**config.mk**
```make
export PLATFORM = sky130hd
export DESIGN_NAME = spi_slave_ctrl
export DESIGN_NICKNAME = d
export VERILOG_FILES = /design/src/rtl/spi_pkg.sv /design/src/rtl/spi_rx_shifter.sv /design/src/rtl/spi_slave_ctrl.sv
export SDC_FILE = /design/constraint.sdc
export NUM_CORES = 1
export LEC_CHECK = 0
export ABC_AREA = 1
export BUFFER_PORTS_ARGS = -buffer_cell sky130_fd_sc_hd__buf_4
export CELL_PAD_IN_SITES_DETAIL_PLACEMENT = 1
export CELL_PAD_IN_SITES_GLOBAL_PLACEMENT = 2
export CORE_AREA = 5 5 73 75
export CTS_BUF_LIST = sky130_fd_sc_hd__clkbuf_4
export DETAILED_ROUTE_END_ITERATION = 10
export DIE_AREA = 0 0 78 80
export PLACE_DENSITY_LB_ADDON = 0.1
export SLEW_MARGIN = 20
export SYNTH_ARGS = -nofsm -noshare
export SYNTH_HDL_FRONTEND = slang
export SYNTH_HIERARCHICAL = 1
export SYNTH_SLANG_ARGS = --single-unit
```
**constraint.sdc**
```tcl
create_clock -name clk -period 2.7 [get_ports clk]
set_clock_uncertainty 0.05 [all_clocks]
set_input_delay 0.27 -clock clk [delete_from_list [all_inputs] [get_ports clk]]
set_output_delay 0.27 -clock clk [all_outputs]
set_load 0.02 [all_outputs]
```
**src/rtl/spi_pkg.sv**
```systemverilog
`default_nettype none
// ============================================================================
// Module   : spi_pkg
// Purpose  : Shared definitions for the SPI slave frame controller: word
//            width, command codes and FSM state encoding.
// Revision : 1.0 - initial release
// ============================================================================
package spi_pkg;

  // Received word is {cmd[1:0], payload[7:0]}
  localparam int WORD_W = 10;

  localparam logic [1:0] CMD_WR_ADDR = 2'b00;
  localparam logic [1:0] CMD_WR_DATA = 2'b01;
  localparam logic [1:0] CMD_RD_ADDR = 2'b10;
  localparam logic [1:0] CMD_RD_DATA = 2'b11;

  typedef enum logic [2:0] {
    ST_IDLE      = 3'd0,
    ST_CHK_CMD   = 3'd1,
    ST_WRITE     = 3'd2,
    ST_READ_ADD  = 3'd3,
    ST_READ_DATA = 3'd4,
    ST_TX_WAIT   = 3'd5,
    ST_TX_SHIFT  = 3'd6,
    ST_DONE      = 3'd7
  } state_t;

endpackage
`default_nettype wire

```
**src/rtl/spi_rx_shifter.sv**
```systemverilog
`default_nettype none
// ============================================================================
// Module   : spi_rx_shifter
// Purpose  : MSB-first MOSI deserializer with bit counter. Presents the word
//            that will be complete once the current input bit is captured,
//            and flags when the bit being presented is the last one.
// Revision : 1.0 - initial release
// ============================================================================
module spi_rx_shifter
  import spi_pkg::*;
#(
  parameter int WIDTH = WORD_W
) (
  input  logic             clk,
  input  logic             rst_n,
  input  logic             clr,
  input  logic             shift_en,
  input  logic             din,
  output logic [WIDTH-1:0] word,
  output logic             last_bit
);

  localparam int CNT_W = 4;

  // Only WIDTH-1 bits need storage: the final bit is taken straight from din
  logic [WIDTH-2:0] r_shreg;
  logic [CNT_W-1:0] r_cnt;

  // Shift register and bit counter; clear has priority over shifting
  always_ff @(posedge clk or negedge rst_n) begin
    if (!rst_n) begin
      r_shreg <= '0;
      r_cnt   <= '0;
    end else if (clr) begin
      r_shreg <= '0;
      r_cnt   <= '0;
    end else if (shift_en) begin
      r_shreg <= {r_shreg[WIDTH-3:0], din};
      r_cnt   <= r_cnt + CNT_W'(1);
    end
  end

  assign word     = {r_shreg, din};
  assign last_bit = (r_cnt == CNT_W'(WIDTH - 1));

endmodule
`default_nettype wire

```
**src/rtl/spi_slave_ctrl.sv**
```systemverilog
`default_nettype none
// ============================================================================
// Module   : spi_slave_ctrl
// Purpose  : SPI slave frame controller. Decodes the command bit, collects
//            10-bit words for the RAM, tracks read-address/read-data pairing
//            and times the MISO serialization window after RAM tx_valid.
// Revision : 1.0 - initial release
// ============================================================================
module spi_slave_ctrl
  import spi_pkg::*;
#(
  parameter int DATA_W     = 8,
  parameter int TX_TIMEOUT = 15
) (
  input  logic              clk,
  input  logic              rst_n,
  input  logic              SS_n,
  input  logic              MOSI,
  input  logic              tx_valid,
  output logic [WORD_W-1:0] rx_data,
  output logic              rx_valid,
  output logic              tx_active,
  output logic              rd_addr_pending,
  output logic              tx_err
);

  localparam int WAIT_W  = $clog2(TX_TIMEOUT + 1);
  localparam int SHIFT_W = $clog2(DATA_W + 1);
  localparam logic [WAIT_W-1:0]  WAIT_LAST  = WAIT_W'(TX_TIMEOUT - 1);
  localparam logic [SHIFT_W-1:0] SHIFT_LAST = SHIFT_W'(DATA_W - 1);

  state_t r_state;
  state_t w_next_state;

  logic [WAIT_W-1:0]  r_wait_cnt;
  logic [SHIFT_W-1:0] r_shift_cnt;

  logic              w_shift_en;
  logic              w_load_rx;
  logic              w_set_pend;
  logic              w_clr_pend;
  logic              w_timeout;
  logic              w_rx_clr;
  logic              w_last_bit;
  logic [WORD_W-1:0] w_rx_word;

  // Counter restarts whenever a new frame begins
  assign w_rx_clr = (r_state == ST_IDLE);

  spi_rx_shifter #(
    .WIDTH (WORD_W)
  ) u_rx_shifter (
    .clk      (clk),
    .rst_n    (rst_n),
    .clr      (w_rx_clr),
    .shift_en (w_shift_en),
    .din      (MOSI),
    .word     (w_rx_word),
    .last_bit (w_last_bit)
  );

  // State register
  always_ff @(posedge clk or negedge rst_n) begin
    if (!rst_n) r_state <= ST_IDLE;
    else        r_state <= w_next_state;
  end

  // Next-state decode and one-cycle control strobes
  always_comb begin
    w_next_state = r_state;
    w_shift_en   = 1'b0;
    w_load_rx    = 1'b0;
    w_set_pend   = 1'b0;
    w_clr_pend   = 1'b0;
    w_timeout    = 1'b0;
    if (r_state != ST_IDLE && SS_n) begin
      // Deselect aborts anything in flight; partial words are dropped
      w_next_state = ST_IDLE;
    end else begin
      case (r_state)
        ST_IDLE: begin
          if (!SS_n) w_next_state = ST_CHK_CMD;
        end
        ST_CHK_CMD: begin
          w_shift_en = 1'b1;
          if (!MOSI)                w_next_state = ST_WRITE;
          else if (rd_addr_pending) w_next_state = ST_READ_DATA;
          else                      w_next_state = ST_READ_ADD;
        end
        ST_WRITE, ST_READ_ADD, ST_READ_DATA: begin
          w_shift_en = 1'b1;
          if (w_last_bit) begin
            w_load_rx = 1'b1;
            if (r_state == ST_READ_DATA) begin
              w_next_state = ST_TX_WAIT;
            end else begin
              w_next_state = ST_DONE;
              w_set_pend   = (r_state == ST_READ_ADD);
            end
          end
        end
        ST_TX_WAIT: begin
          // tx_valid takes precedence over a simultaneous timeout
          if (tx_valid) begin
            w_next_state = ST_TX_SHIFT;
          end else if (r_wait_cnt == WAIT_LAST) begin
            w_timeout    = 1'b1;
            w_next_state = ST_DONE;
          end
        end
        ST_TX_SHIFT: begin
          if (r_shift_cnt == SHIFT_LAST) begin
            w_clr_pend   = 1'b1;
            w_next_state = ST_DONE;
          end
        end
        ST_DONE: begin
          w_next_state = ST_DONE;
        end
        default: w_next_state = ST_IDLE;
      endcase
    end
  end

  // Wait and shift counters run only while their state persists
  always_ff @(posedge clk or negedge rst_n) begin
    if (!rst_n) begin
      r_wait_cnt  <= '0;
      r_shift_cnt <= '0;
    end else begin
      if (r_state == ST_TX_WAIT && w_next_state == ST_TX_WAIT)
        r_wait_cnt <= r_wait_cnt + WAIT_W'(1);
      else
        r_wait_cnt <= '0;
      if (r_state == ST_TX_SHIFT && w_next_state == ST_TX_SHIFT)
        r_shift_cnt <= r_shift_cnt + SHIFT_W'(1);
      else
        r_shift_cnt <= '0;
    end
  end

  // Registered outputs; tx_active mirrors the upcoming TX_SHIFT occupancy
  always_ff @(posedge clk or negedge rst_n) begin
    if (!rst_n) begin
      rx_data         <= '0;
      rx_valid        <= 1'b0;
      tx_active       <= 1'b0;
      rd_addr_pending <= 1'b0;
      tx_err          <= 1'b0;
    end else begin
      rx_valid  <= w_load_rx;
      tx_err    <= w_timeout;
      tx_active <= (w_next_state == ST_TX_SHIFT);
      if (w_load_rx) rx_data <= w_rx_word;
      if (w_set_pend)      rd_addr_pending <= 1'b1;
      else if (w_clr_pend) rd_addr_pending <= 1'b0;
    end
  end

endmodule
`default_nettype wire

```
==> run summary <==
The run finished with clean final reports. For flop-to-flop paths, the worst setup slack is 0.77 ns. Based on the critical path, the design can be clocked at up to 0.519 GHz. The logs give 4 for the number of optimization iterations in the first detailed-route pass and 1.05 nW for the leakage power summed over all cells. Setup repair after global routing left no endpoint under its margin. The run gives 0 ns as the final total negative setup slack. The core region is 0.00460 mm². Among all flip-flop cells after synthesis, the most frequent one is dfrtp_1. The number of vias per cell after detailed routing was 4.85; the number of port buffers was 18. Detailed routing inserted a total of 1,310 vias. The warning count from the yosys run is 6, and the clock input transition at the sequential cells of the worst setup and hold paths is 0.11 ns.

Among cell families on the critical path, the largest total delay comes from simple AND/OR/NAND/NOR gates. The hold violation total from the final report was 0. The number of antenna violations at the first check in global routing is 0.

The max-capacitance violation count came out at 0. After legalization and detailed placement, the total HPWL measured 2.84 mm. The number of global-route vias before repair is 1,337. The sequential share of the synthesized area was 0.540. The final cell count without fillers came out at 270.

Counting the buffers created by CTS gives 5. The first global-routing pass estimated 6.48 mm of wire. The worst slew margin relative to its limit came out at 0.587. TritonCTS built the clock tree. The run gives 2.13 ns as the endpoint arrival time on the critical path. In this run, synthesis produced a sequential element count of 38.

The count of flip-flops with a built-in enable after synthesis is 0. After global routing the overflow that remains totals 0. The peak fanout along the critical path works out to 10.

The post-route antenna net violation count was 0. CTS sink count: 38. The time the worst path needs with I/O delays and setup is 1.93 ns, and the worst-skew pair later-pin latency is 0.34 ns. 0 antenna diodes ended up in the layout.

The mean instance size in the synthesized netlist is 9.12 µm². Walking the worst path, the cells encountered are inv_2 -> nand2_1 -> inv_1 -> nor3_1 -> nand2_2 -> o22ai_1. At the end of routability-driven placement, the weighted congestion stood at 0.771. Share of the cycle needed by the critical path after routing: 0.713.

For the worst setup path, the data required time is 2.90 ns. The overall die width is 78 µm, and the number of buffer and inverter instances along the worst setup path is 2. The number of standard cells after synthesis was 193. The area of the die is 0.00624 mm², and the starting DRC count in detailed routing is 28. The longest clock path from root to sink contains 2 buffers. For the pin with the worst max-slew slack, the measured transition is 0.615 ns. For this run, design rule violations remaining after detail routing come to 0. The mapped netlist covers 0.00176 mm². The tools report the number of post-CTS setup repair buffers as 0.

The async set-or-reset flop fraction in the synthesized netlist works out to 1.00. After layout, the design draws a total of 1.47 mW. In this run the count of I/O pins placed on the die edge is 19.

The number of max-slew violations in the final report was 0. The slowest stage of the critical path belongs to the cell dfrtp_1. Dividing the detail-routed wire length by the instance count gives 14.1 µm.

The tools report the final wirelength as 3.81 mm. The die is 80 µm tall. The endpoint class of the critical path is a flop.

The number of nets handed over by synthesis was 203. The starting utilization of the core area came out at 0.383. Cell total after placement: 262. The clock root buffer was clkbuf_4. Type of element launching the critical path: a flop.

The final layout contains 226 nets. The power density relative to cell area is 736 mW/mm², and the critical path's largest stage delay is 0.51 ns. The highest ir drop seen on vdd is 314 µV, and the largest net degree at the start of global routing is 39. The share of post-route cells with drive strength above 1 is 0.259, and the total setup violations reported at the end of the flow is 0.

For the global-route usage over all layers, the log shows 0.134. The floorplan has 25 rows. After synthesis, the netlist uses 25 different library cells.

Compared with the post-synthesis result, the final layout area differs by 13.8%. The H-tree level count is 2. Classification of the worst setup path: reg -> reg. The tightest min-delay check is of the in -> reg type.
-- metrics by stage --
stage / utilization / hold slack, ns / cell area, µm² / setup slack, ns
after CTS: 0.436 / 0.0340 / 2000 / 0.780
after global routing: 0.436 / 0.0259 / 2000 / 0.603
final: 0.436 / 0.0487 / 2000 / 0.774
after detailed placement: 0.422 / 0.223 / 1940 / 0.806
after global placement: 0.422 / 0.215 / 1940 / 0.929
after floorplan: - / -0.0756 / 1760 / 1.07
-- layout make-up --
cell class	count	area (µm²)
timing repair buffer	20	153
clock buffer	7	52.6
tap	54	67.6
sequential	38	951
multi-input combinational	123	672
fill	558	2590
inverter	28	108
-- per-layer routing --
metal / wire length (µm) / GRT usage
met1: 1770 / 0.158
met2: 1830 / 0.227
met3: 152 / 0.0440
met4: 59 / 0.0456
met5: 0 / 0
-- state kept, by name, summed over array words and instances (netlist names) --
signal / count
tx_active: 1
r_state: 3
tx_err: 1
r_wait_cnt: 4
u_rx_shifter/r_cnt: 4
rd_addr_pending: 1
r_shift_cnt: 4
rx_data: 10
rx_valid: 1
u_rx_shifter/r_shreg: 9
-- worst reg2reg max path: stages (launching register included) --
cell,delay (ns)
dfrtp_1,0.51
inv_2,0.10
nand2_1,0.12
inv_1,0.08
nor3_1,0.49
nand2_2,0.27
o22ai_1,0.22
-- cell usage after synthesis, types with 2 or more instances --
| library cell | instances | share of area |
|---|---|---|
| ha_1 | 5 | 0.036 |
| nand2_4 | 2 | 0.013 |
| inv_1 | 21 | 0.045 |
| xor2_1 | 2 | 0.010 |
| buf_4 | 4 | 0.017 |
| o21ai_0 | 4 | 0.011 |
| o22ai_1 | 8 | 0.028 |
| nor2_1 | 14 | 0.030 |
| xnor2_1 | 2 | 0.010 |
| nand2_1 | 48 | 0.10 |
| nand3_2 | 3 | 0.017 |
| inv_2 | 5 | 0.011 |
| a21oi_2 | 2 | 0.010 |
| a21oi_1 | 4 | 0.011 |
| nor3_1 | 2 | 0.0057 |
| dfrtp_1 | 38 | 0.54 |
| nor2_2 | 8 | 0.028 |
| nand3_1 | 8 | 0.023 |
| nand2_2 | 6 | 0.021 |
| nor2_4 | 2 | 0.013 |
-- cells by family after synthesis --
family / synth area share
compound gates: 0.0661
xor+xnor: 0.0199
fa+ha+maj: 0.0355
buf+inv: 0.0782
flops: 0.540
simple gates: 0.260
-- worst paths after layout --
kind | startpoint | end | cells past startpoint
max in group asynchronous | rst_n | u_rx_shifter/r_shreg[0] | 2
min | tx_valid | tx_err | 2
max reg2reg | r_state[2] | u_rx_shifter/r_shreg[7] | 6
min in group asynchronous | rst_n | rx_data[6] | 2
min reg2reg | r_shift_cnt[0] | r_shift_cnt[0] | 1
max | r_state[2] | u_rx_shifter/r_shreg[7] | 6
-- layout by cell type, fill, tap and decap left out, types with 5 or more instances in the layout --
cell,synthesis,layout
nand2_1,48,48
dfrtp_1,38,38
inv_1,21,21
buf_4,4,19
nor2_1,14,14
nor2_2,8,8
nand3_1,8,8
o22ai_1,8,8
clkbuf_4,0,7
nand2_2,6,6
inv_2,5,5
ha_1,5,5
-- power breakdown --
group          switching [mW]  leakage (nW)  internal, mW
clock network           0.174        0.0322         0.118
logic                   0.353         0.497         0.148
registers              0.0648         0.520         0.616
total                   0.592          1.05         0.883
-- repair_timing --
action                     CTS  global route
resized for setup            0             0
hold endpoints to repair    38             0
hold buffers                 1             0
setup endpoints to repair    0             0
Note: power is estimated with default switching activity, not from simulation.
